[src/rtl/tlm_fifo.sv]
// Synchronous FIFO channel between a put_export producer and a get_export consumer.
// Registered storage with a one-cycle put-to-get latency and no combinational bypass.
module tlm_fifo #(
  parameter int unsigned WIDTH = 32,
  parameter int unsigned DEPTH = 3
) (
  input  logic                       clk,
  input  logic                       rst,
  input  logic                       put_valid,
  output logic                       put_ready,
  input  logic [WIDTH-1:0]           put_data,
  output logic                       get_valid,
  input  logic                       get_ready,
  output logic [WIDTH-1:0]           get_data,
  output logic [$clog2(DEPTH+1)-1:0] count,
  output logic                       full,
  output logic                       empty
);

  localparam int unsigned CntW = $clog2(DEPTH + 1);
  localparam int unsigned PtrW = (DEPTH > 1) ? $clog2(DEPTH) : 1;

  logic [WIDTH-1:0] mem_q [DEPTH];
  logic [PtrW-1:0]  wr_ptr_q, wr_ptr_d;
  logic [PtrW-1:0]  rd_ptr_q, rd_ptr_d;
  logic [CntW-1:0]  count_q, count_d;
  logic             put_fire;
  logic             get_fire;

  // Explicit wrap so non-power-of-two depths never index past the last entry.
  function automatic logic [PtrW-1:0] ptr_inc(input logic [PtrW-1:0] ptr);
    return (ptr == PtrW'(DEPTH - 1)) ? '0 : ptr + 1'b1;
  endfunction

  always_comb begin
    full      = (count_q == CntW'(DEPTH));
    empty     = (count_q == '0);
    put_ready = !full;
    get_valid = !empty;
    get_data  = mem_q[rd_ptr_q];
    count     = count_q;
    put_fire  = put_valid && put_ready;
    get_fire  = get_valid && get_ready;
  end

  always_comb begin
    wr_ptr_d = wr_ptr_q;
    rd_ptr_d = rd_ptr_q;
    count_d  = count_q;
    if (put_fire) wr_ptr_d = ptr_inc(wr_ptr_q);
    if (get_fire) rd_ptr_d = ptr_inc(rd_ptr_q);
    if (put_fire && !get_fire) begin
      count_d = count_q + 1'b1;
    end else if (get_fire && !put_fire) begin
      count_d = count_q - 1'b1;
    end
  end

  always_ff @(posedge clk) begin
    if (rst) begin
      wr_ptr_q <= '0;
      rd_ptr_q <= '0;
      count_q  <= '0;
    end else begin
      wr_ptr_q <= wr_ptr_d;
      rd_ptr_q <= rd_ptr_d;
      count_q  <= count_d;
    end
  end

  // Storage is deliberately not reset; reset only discards it via the pointers.
  always_ff @(posedge clk) begin
    if (!rst && put_fire) begin
      mem_q[wr_ptr_q] <= put_data;
    end
  end

endmodule

[config.mk]
export PLATFORM = sky130hd
export DESIGN_NAME = tlm_fifo
export DESIGN_NICKNAME = d
export VERILOG_FILES = /design/src/rtl/tlm_fifo.sv
export SDC_FILE = /design/constraint.sdc
export NUM_CORES = 1
export LEC_CHECK = 0
export CAP_MARGIN = 20
export CORE_MARGIN = 2
export CORE_UTILIZATION = 50
export DETAILED_ROUTE_END_ITERATION = 10
export PLACE_DENSITY = 0.77
export SLEW_MARGIN = 20
export SYNTH_ARGS = -nofsm -noshare
export SYNTH_HDL_FRONTEND = slang
export SYNTH_SLANG_ARGS = --single-unit
export TNS_END_PERCENT = 100
[constraint.sdc]
create_clock -name clk -period 4.3 [get_ports clk]
set_input_delay 0.86 -clock clk [delete_from_list [all_inputs] [get_ports clk]]
set_output_delay 0.86 -clock clk [all_outputs]
set_load 0.1 [all_outputs]
==> results.cfg, run 1 <==
[status]
status = finished, final reports clean

[clocking]
ctsHtreeMaxLevel = 3
cts.path.max_buffers = 2
ctsResizeCount = 0
cts_setup_buffers = 0
clk_latency_ns = 0.35
path_clk_slew_ns = 0.09
cts_tree = built
cts_num_sinks = 104
clockRootBuffer = clkbuf_8
numCtsBuffers = 9
postCtsHoldBufs = 0

[sta]
relSlewSlack_pct = 31.5
setup_violations = 0
worst_hold_slack_ns = 0.482
clock_skew_ns = 0.00442
period_needed_ns = 3.52
grt_setup_unrepaired = no
hold_violations = 0
fin_tns_setup_ns = 0
final-max-slew-violation-count = 0
fmax_mhz = 284
tightest_slew_ns = 1.03
period_share_pct = 82.0

[setup_path]
r2r_setup_slack_ns = 2.26
critPathCaptureType = output port
required_ns = 3.44
cp_max_fo = 22
cp-start-kind = flip-flop
path_class = reg2out
crit_arrival_ns = 2.66

[global_routing]
grt_use_met1_pct = 19.9
gr-usage-met2_pct = 26.3
grt_pass1_vias = 2073
grt_pass1_wl_um = 9940
track_usage_pct = 15.7
overflow = 0
grt_start_max_net_pins = 65
grt.met3_usage_pct = 3.04
grt-busiest-layer = met2
antenna_found_initial = 0

[floorplanning]
initial_core_util_pct = 51.0
fp-row-count = 32
coreArea_mm2 = 0.00761
ios = 74
die_area_mm2 = 0.00848
die_h_um = 92.1
dieWidth_um = 92.1

[power]
clkPwrFrac_pct = 20.6
p_sw_w = 0.00143
power.density_mw_per_mm2 = 670
swShare_pct = 43.3
vdd.ir_drop.worst_mv = 0.367
sequentialPowerShare_pct = 38.0
combPwrFrac_pct = 41.5
p_leak_nw = 1.61
p_int_w = 0.00188

[logic_synthesis]
ys_ff_latch = 104
synth_edf_count = 96
ys_types = 24
yosys.area.top_type = edfxtp_1
synthArstFlopShare_pct = 0
syn_nets = 277
synth_flop_cell = edfxtp_1
synth_area_leaders = edfxtp_1 (74%), mux2i_1 (8.8%), dfxtp_1 (4.1%)
netlist_area_mm2 = 0.00388
ys.warnings.count = 0
synth.top_cell.area_share_pct = 74.3
seq_area_frac_synth_pct = 78.5
syn_inst = 240
syn_avg_cell_area_um2 = 16.2

[final_layout]
fillers = 560
final_nets = 354
syn2layout_area_growth_pct = 27.4
final_cell_mix = edfxtp_1 (96), clkdlybuf4s50_1 (57), nand2_1 (35), mux2i_1 (34), o21ai_1 (32)
n_antenna_cell = 0
final_layout_size_suffix_gt1_share_pct = 12.1
final_common_cell = edfxtp_1

[detailed_routing]
drc_errors = 0
routed_wl_um = 6380
post_drt_via_cell_ratio = 4.93
dr_total_vias = 2091
ant_nets = 0
drt_pass1_iterations = 4
wl_per_cell_um = 15.0
drtIter0Drc = 137

[placed_design]
place_hpwl_um = 3930
place.gp.congestion = 0.682
port_buffers = 73

[flow_run]
maxCapViolCount = 0

[hold_path]
hp-class = reg2reg
cell type report:
class | count | area (um^2) | area share [%]
sequential | 104 | 3050 | 61.7
tap | 102 | 128 | 2.58
inverter | 2 | 7.51 | 0.152
clock inverter | 7 | 110 | 2.23
clock buffer | 9 | 124 | 2.51
multi-input combinational | 123 | 803 | 16.3
timing repair buffer | 77 | 721 | 14.6
flip-flops by register name (all words and copies together), names as in the netlist, named ones only:
signal	cells
mem_q	96
count	2
rd_ptr_q	2
wr_ptr_q	2
critical path, cell delays in order (launching register included):
cell and delay, ns:
dfxtp_2 0.79, mux2i_1 0.21, o21ai_1 0.15, clkdlybuf4s50_1 1.15
power by group through the flow:
stage	Clock [W]	Combinational, W	Sequential (W)
2_1_floorplan	0	0.00107	0.00129
3_3_place_gp	0	0.00137	0.00128
3_5_place_dp	0	0.00138	0.00128
4_1_cts	0.000698	0.00138	0.00126
5_1_grt	0.000729	0.00142	0.00127
6_report	0.000681	0.00137	0.00126
synth_stat cells, types with 3 or more instances:
| cell | number |
|---|---|
| mux2i_1 | 34 |
| buf_4 | 3 |
| clkbuf_1 | 5 |
| dfxtp_1 | 8 |
| o21ai_1 | 32 |
| nand2_1 | 35 |
| edfxtp_1 | 96 |
| nor2_1 | 4 |
| a21oi_1 | 3 |
final timing paths:
| check | startpoint | to | cells after the start |
|---|---|---|---|
| worst max-delay path | flip-flop | get_data[20] | 3 |
| worst min-delay path | rd_ptr_q[1] | flip-flop | 2 |
| worst max register to register | count[0] | mem_q[1][13] | 3 |
| worst min register to register | rd_ptr_q[1] | flip-flop | 2 |
per-stage QoR:
step / instance area (um^2) / setup slack, ns / utilization (%) / instances / total power [W]
2_1_floorplan: 3890 / 0.511 / - / 240 / 0.00235
3_3_place_gp: 4700 / 0.983 / 61.8 / 408 / 0.00265
3_5_place_dp: 4700 / 0.933 / 61.8 / 408 / 0.00266
4_1_cts: 4940 / 0.528 / 64.9 / 424 / 0.00334
5_1_grt: 4940 / 0.635 / 65.0 / 424 / 0.00342
6_report: 4940 / 0.775 / 65.0 / 424 / 0.00331
layer usage:
metal  vias up  wire length [um]
met4         0               108
li1       1048                 -
met1       986              2720
met3        10               284
met2        47              3270
met5         -                 0
cells by family after synthesis:
kind of cell / count (synthesis) / share of synthesized area [%]
compound gates: 38 / 5.07
xor+xnor: 2 / 0.452
fa+ha+maj: 1 / 0.323
buf+inv: 13 / 1.58
flops: 104 / 78.5
mux: 34 / 8.78
simple gates: 48 / 5.32
Note: power is estimated with default switching activity, not from simulation.
==> inputs of run 2 (changes only) <==
--- a/config.mk
+++ b/config.mk
@@ -7,9 +7,9 @@
 export LEC_CHECK = 0
 export CAP_MARGIN = 20
 export CORE_MARGIN = 2
-export CORE_UTILIZATION = 50
+export CORE_UTILIZATION = 46
 export DETAILED_ROUTE_END_ITERATION = 10
-export PLACE_DENSITY = 0.77
+export PLACE_DENSITY = 0.75
 export SLEW_MARGIN = 20
 export SYNTH_ARGS = -nofsm -noshare
 export SYNTH_HDL_FRONTEND = slang
==> constraint.sdc (replaced) <==
create_clock -name clk -period 3 [get_ports clk]
set_input_delay 0.6 -clock clk [delete_from_list [all_inputs] [get_ports clk]]
set_output_delay 0.6 -clock clk [all_outputs]
set_load 0.1 [all_outputs]
==> run 2 against run 1 <==
Compared with the run above:
- clock skew rose by 0.00057 ns
- register-to-register slack got worse by 0.88 ns
- final area fell by 0.96%
- non-clock buffer count rose by 1
- clock power rose by 20%
- clock-buffer cell count rose by 1
- sequential share of layout area rose by 0.57 points
- wire length fell by 0.85%
- first-iteration DRC count fell by 49%
- combinational power rose by 47%
- via count fell by 0.14%
- final cell count rose by 0.94%
==> results.cfg, run 2 (synthesized netlist as in run 1, its figures left out) <==
[placed_design]
port_buffers = 73
place_hpwl_um = 3850
place.gp.congestion = 0.698

[final_layout]
largest_reg_flops = 96
final_layout_size_suffix_gt1_share_pct = 20.7
regArea_mm2 = 0.00305
final_nets = 355
final_common_cell = edfxtp_1
final_cell_mix = edfxtp_1 (96), buf_4 (40), clkdlybuf4s50_1 (35), mux2i_1 (34), nand2_1 (34)
top_register = mem_q
fillers = 657
multi_input_area_um2 = 806
syn2layout_area_growth_pct = 26.2
n_antenna_cell = 0
final_util_pct = 59.9

[detailed_routing]
post_drt_via_cell_ratio = 4.88
wl_per_cell_um = 14.8
dr_wl_met2_um = 3120
drt-met1-wl_um = 2780
dr_total_vias = 2088
drt_pass1_iterations = 4
wl_met3_um = 340
drtIter0Drc = 70
top_layer = met4
drc_errors = 0
ant_nets = 0
routed_wl_um = 6330

[floorplanning]
coreArea_mm2 = 0.00818
dieWidth_um = 95.8
die_area_mm2 = 0.00918
die_h_um = 95.8
fp-row-count = 33
ios = 74
initial_core_util_pct = 47.4

[sta]
hold_violations = 0
tightest_slew_ns = 0.620
fin_tns_setup_ns = 0
clock_skew_ns = 0.00499
relSlewSlack_pct = 58.6
period_share_pct = 82.8
fmax_mhz = 403
grt_setup_unrepaired = no
setup_violations = 0
period_needed_ns = 2.48
final-max-slew-violation-count = 0

[setup_path]
reg2reg_to = mem_q[2][31]
required_ns = 2.40
r2r_setup_slack_ns = 1.38
timing.rr.start = count[1]
cp_max_fo = 32
critPathCaptureType = output port
crit_arrival_ns = 1.88
path_class = reg2out
endpoint = get_data[30]
cp-start-kind = flip-flop
reg2regPathDepth = 4

[clocking]
cts_setup_buffers = 0
clockRootBuffer = clkbuf_8
ctsResizeCount = 0
postCtsHoldBufs = 0
path_clk_slew_ns = 0.09
cts_num_sinks = 104
clk_latency_ns = 0.35
numCtsBuffers = 9
cts_tree = built
cts.path.max_buffers = 2
ctsHtreeMaxLevel = 3

[flow_run]
maxCapViolCount = 0

[hold_path]
holdPathStages = 2
hp-class = reg2reg

[global_routing]
grt_pass1_vias = 1986
grt_pass1_wl_um = 9300
overflow = 0
grt_start_max_net_pins = 65
antenna_found_initial = 0
track_usage_pct = 14.3

[power]
p_leak_nw = 1.62
power.density_mw_per_mm2 = 934
vdd.ir_drop.worst_mv = 0.600

[status]
status = finished, final reports clean
-- run 2: cell types whose count changed in the layout (fill, tap and decap cells not counted), sizes merged --
| cell | delta |
|---|---|
| buf | +23 |
| bufinv | -2 |
| clkbuf | +1 |
| clkdlybuf4s50 | -22 |
| clkinvlp | +2 |
| inv | -1 |
-- run 2: per-layer routing --
metal  vias to the layer above  track usage, %
li1                       1048               -
met1                       976            17.7
met2                        56            23.6
met3                         8            2.98
met4                         0            7.86
met5                         -               0
-- run 2: cell type report --
class / count / area share [%]
sequential: 104 / 62.3
multi-input combinational: 123 / 16.5
timing repair buffer: 78 / 14.5
tap: 105 / 2.68
clock buffer: 10 / 2.61
clock inverter: 6 / 1.23
inverter: 2 / 0.230
-- run 2: through the flow --
stage / std cells / worst slack (ns) / power (W) / cell area (um^2) / hold slack, ns
2_1_floorplan: 240 / 0.00189 / 0.00339 / 3910 / 0.446
3_3_place_gp: 412 / 0.674 / 0.00379 / 4710 / 0.473
3_5_place_dp: 412 / 0.602 / 0.00380 / 4710 / 0.478
4_1_cts: 428 / 0.489 / 0.00461 / 4890 / 0.492
5_1_grt: 428 / 0.422 / 0.00473 / 4890 / 0.519
6_report: 428 / 0.516 / 0.00457 / 4890 / 0.504
-- run 2: how the worst min path moves through the flow --
| stage | from | to | slack, ns |
|---|---|---|---|
| 2_1_floorplan | rd_ptr_q[0] | flip-flop | 0.45 |
| 3_3_place_gp | rd_ptr_q[1] | flip-flop | 0.47 |
| 3_5_place_dp | rd_ptr_q[1] | flip-flop | 0.48 |
| 4_1_cts | rd_ptr_q[1] | flip-flop | 0.49 |
| 5_1_grt | rd_ptr_q[1] | flip-flop | 0.52 |
| 6_report | rd_ptr_q[1] | flip-flop | 0.50 |
-- run 2: worst max-delay path, stage by stage (launching register included) --
cell,delay [ns]
dfxtp_2,0.32
buf_4,0.47
mux2i_1,0.15
o21ai_1,0.24
buf_4,0.34
-- run 2: power by group --
group          total (W)  internal, W  leakage [nW]  switching (W)
registers        0.00173      0.00168         0.941      0.0000502
logic            0.00202     0.000439         0.581        0.00158
clock network   0.000814     0.000382        0.0937       0.000432
==> inputs of run 3 (changes only) <==
==> constraint.sdc (replaced) <==
create_clock -name clk -period 2.15 [get_ports clk]
set_input_delay 0.43 -clock clk [delete_from_list [all_inputs] [get_ports clk]]
set_output_delay 0.43 -clock clk [all_outputs]
set_load 0.1 [all_outputs]
==> run 3 against run 2 <==
Compared with the run above:
- setup slack worse by 0.38 ns
- sequential cell count unchanged
- die area is the same
- hold slack worse by 0.016 ns
- sequential share of layout area fell by 7.2 points
- clock-buffer cell count did not move
- utilization grew 8.1 points
- via count rose by 5.2%
- non-clock buffer count up 9
- critical path type unchanged
- highest routed layer unchanged
==> results.cfg, run 3 (synthesized netlist as in run 1, its figures left out) <==
[final_layout]
multi_input_area_um2 = 942
regArea_mm2 = 0.00306
final_common_cell = edfxtp_1
postLayoutCellArea_mm2 = 0.00556
syn2layout_area_growth_pct = 43.3
fillers = 554
final_layout_size_suffix_gt1_share_pct = 32.9
top_register = mem_q
final_cell_mix = edfxtp_1 (96), buf_12 (39), clkdlybuf4s50_1 (35), mux2i_1 (34), nand2_1 (34)
n_antenna_cell = 0
final_nets = 364
largest_reg_flops = 96

[status]
status = finished, final reports clean

[flow_run]
maxCapViolCount = 0

[setup_path]
timing.rr.start = count[0]
path_depth = 4
max_stage_delay_ns = 0.46
cpLargestDelayFamily = flip-flops
cp-start-kind = flip-flop
slowest_stage = dfxtp_4
path_class = reg2out
worst-path-buf-inv = 2
crit_arrival_ns = 1.59
required_ns = 1.72
reg2reg_to = mem_q[1][3]
reg2regPathDepth = 5
endpoint = get_data[11]
cp_max_fo = 9
critPathCaptureType = output port
r2r_setup_slack_ns = 0.60
worstPathCellList = buf_4 > mux2i_1 > o21ai_2 > buf_12

[sta]
final-max-slew-violation-count = 0
fin_ws_ns = 0.134
relSlewSlack_pct = 77.3
clock_skew_ns = 0.0104
grt_setup_unrepaired = no
period_share_pct = 93.7
fmax_mhz = 496
tightest_slew_ns = 0.341
setup_violations = 0
hold_violations = 0
period_needed_ns = 2.02

[detailed_routing]
dr_total_vias = 2196
drc_errors = 0
routed_wl_um = 6990
post_drt_via_cell_ratio = 5.04
drtIter0Drc = 73
ant_nets = 0
drt_pass1_iterations = 4
wl_per_cell_um = 16.0

[clocking]
ctsHtreeMaxLevel = 3
cts.path.max_buffers = 2
cts_setup_buffers = 0
path_clk_slew_ns = 0.08
postCtsHoldBufs = 0
cts_tree = built
cts_num_sinks = 104
clk_latency_ns = 0.36
numCtsBuffers = 9
clockRootBuffer = clkbuf_8

[power]
p_sw_w = 0.00309
vdd.ir_drop.worst_mv = 0.862
p_int_w = 0.00411
swShare_pct = 42.9
p_leak_nw = 1.87
power_w = 0.00719
clkPwrFrac_pct = 16.1
combPwrFrac_pct = 49.2
power.density_mw_per_mm2 = 1290
sequentialPowerShare_pct = 34.7

[global_routing]
track_usage_pct = 16.5
overflow = 0
antenna_found_initial = 0
grt_pass1_vias = 2243
grt_start_max_net_pins = 24
grt_pass1_wl_um = 11000

[placed_design]
place_hpwl_um = 4840
dpl_cell_area_mm2 = 0.00537
port_buffers = 73
pre_cts_ws_ns = 0.101
place.gp.congestion = 0.701

[floorplanning]
initial_core_util_pct = 47.4
die_area_mm2 = 0.00918
die_h_um = 95.8
fp-row-count = 33
ios = 74
dieWidth_um = 95.8
coreArea_mm2 = 0.00818

[hold_path]
hp-class = reg2reg
==> run 3: cell types whose count changed in the layout (fill, tap and decap cells not counted), sizes merged <==
cell,before,now
clkinv,4,2
clkinvlp,2,3
buf,43,52
==> run 3: layer usage <==
layer,routed length (um),up-vias,track usage [%]
li1,-,1074,-
met5,0,-,0
met3,331,11,4.54
met1,2890,1063,20.4
met2,3640,48,27.3
met4,129,0,7.14
==> run 3: how the worst min path moves through the flow <==
stage / endpoint / slack (ns) / depth (start not counted) / from
after floorplan: flip-flop / 0.45 / 2 / rd_ptr_q[0]
after global placement: flip-flop / 0.46 / 2 / rd_ptr_q[1]
after detailed placement: flip-flop / 0.47 / 2 / rd_ptr_q[1]
after CTS: flip-flop / 0.49 / 2 / rd_ptr_q[1]
after global routing: flip-flop / 0.50 / 2 / rd_ptr_q[1]
final: flip-flop / 0.49 / 2 / rd_ptr_q[1]
==> run 3: area by class of cell <==
cell class / count / share of cell area [%]
clock buffer: 10 / 2.30
clock inverter: 5 / 1.06
inverter: 2 / 0.203
multi-input combinational: 123 / 17.0
sequential: 104 / 55.0
tap: 105 / 2.36
timing repair buffer: 87 / 22.1
==> run 3: worst reg2reg max path: cells and delay by family (launching register included) <==
| family | cells | cell delay [ns] |
|---|---|---|
| buf+inv | 2 | 0.43 |
| simple gates | 3 | 0.42 |
| flops | 1 | 0.40 |
==> run 3: what timing repair did <==
item / CTS / global route
hold endpoints to repair: 0 / 0
endpoints found under the setup margin: 2 / 0
resized for setup: 1 / 0
==> run 3: power groups by stage <==
stage / clock, W / sequential (W) / combinational (W)
floorplan: 0 / 0.00261 / 0.00226
global placement: 0 / 0.00254 / 0.00354
detailed placement: 0 / 0.00254 / 0.00356
CTS: 0.00118 / 0.00250 / 0.00357
global route: 0.00125 / 0.00252 / 0.00365
finish: 0.00116 / 0.00250 / 0.00354
==> run 3: metrics by stage <==
stage	instances	hold slack [ns]	utilization, %	setup TNS [ns]
final	436	0.488	68.0	0
after global routing	436	0.497	68.0	0
after CTS	436	0.486	68.0	0
after detailed placement	421	0.469	65.7	0
after global placement	421	0.455	65.7	0
after floorplan	240	0.446	-	-7.56
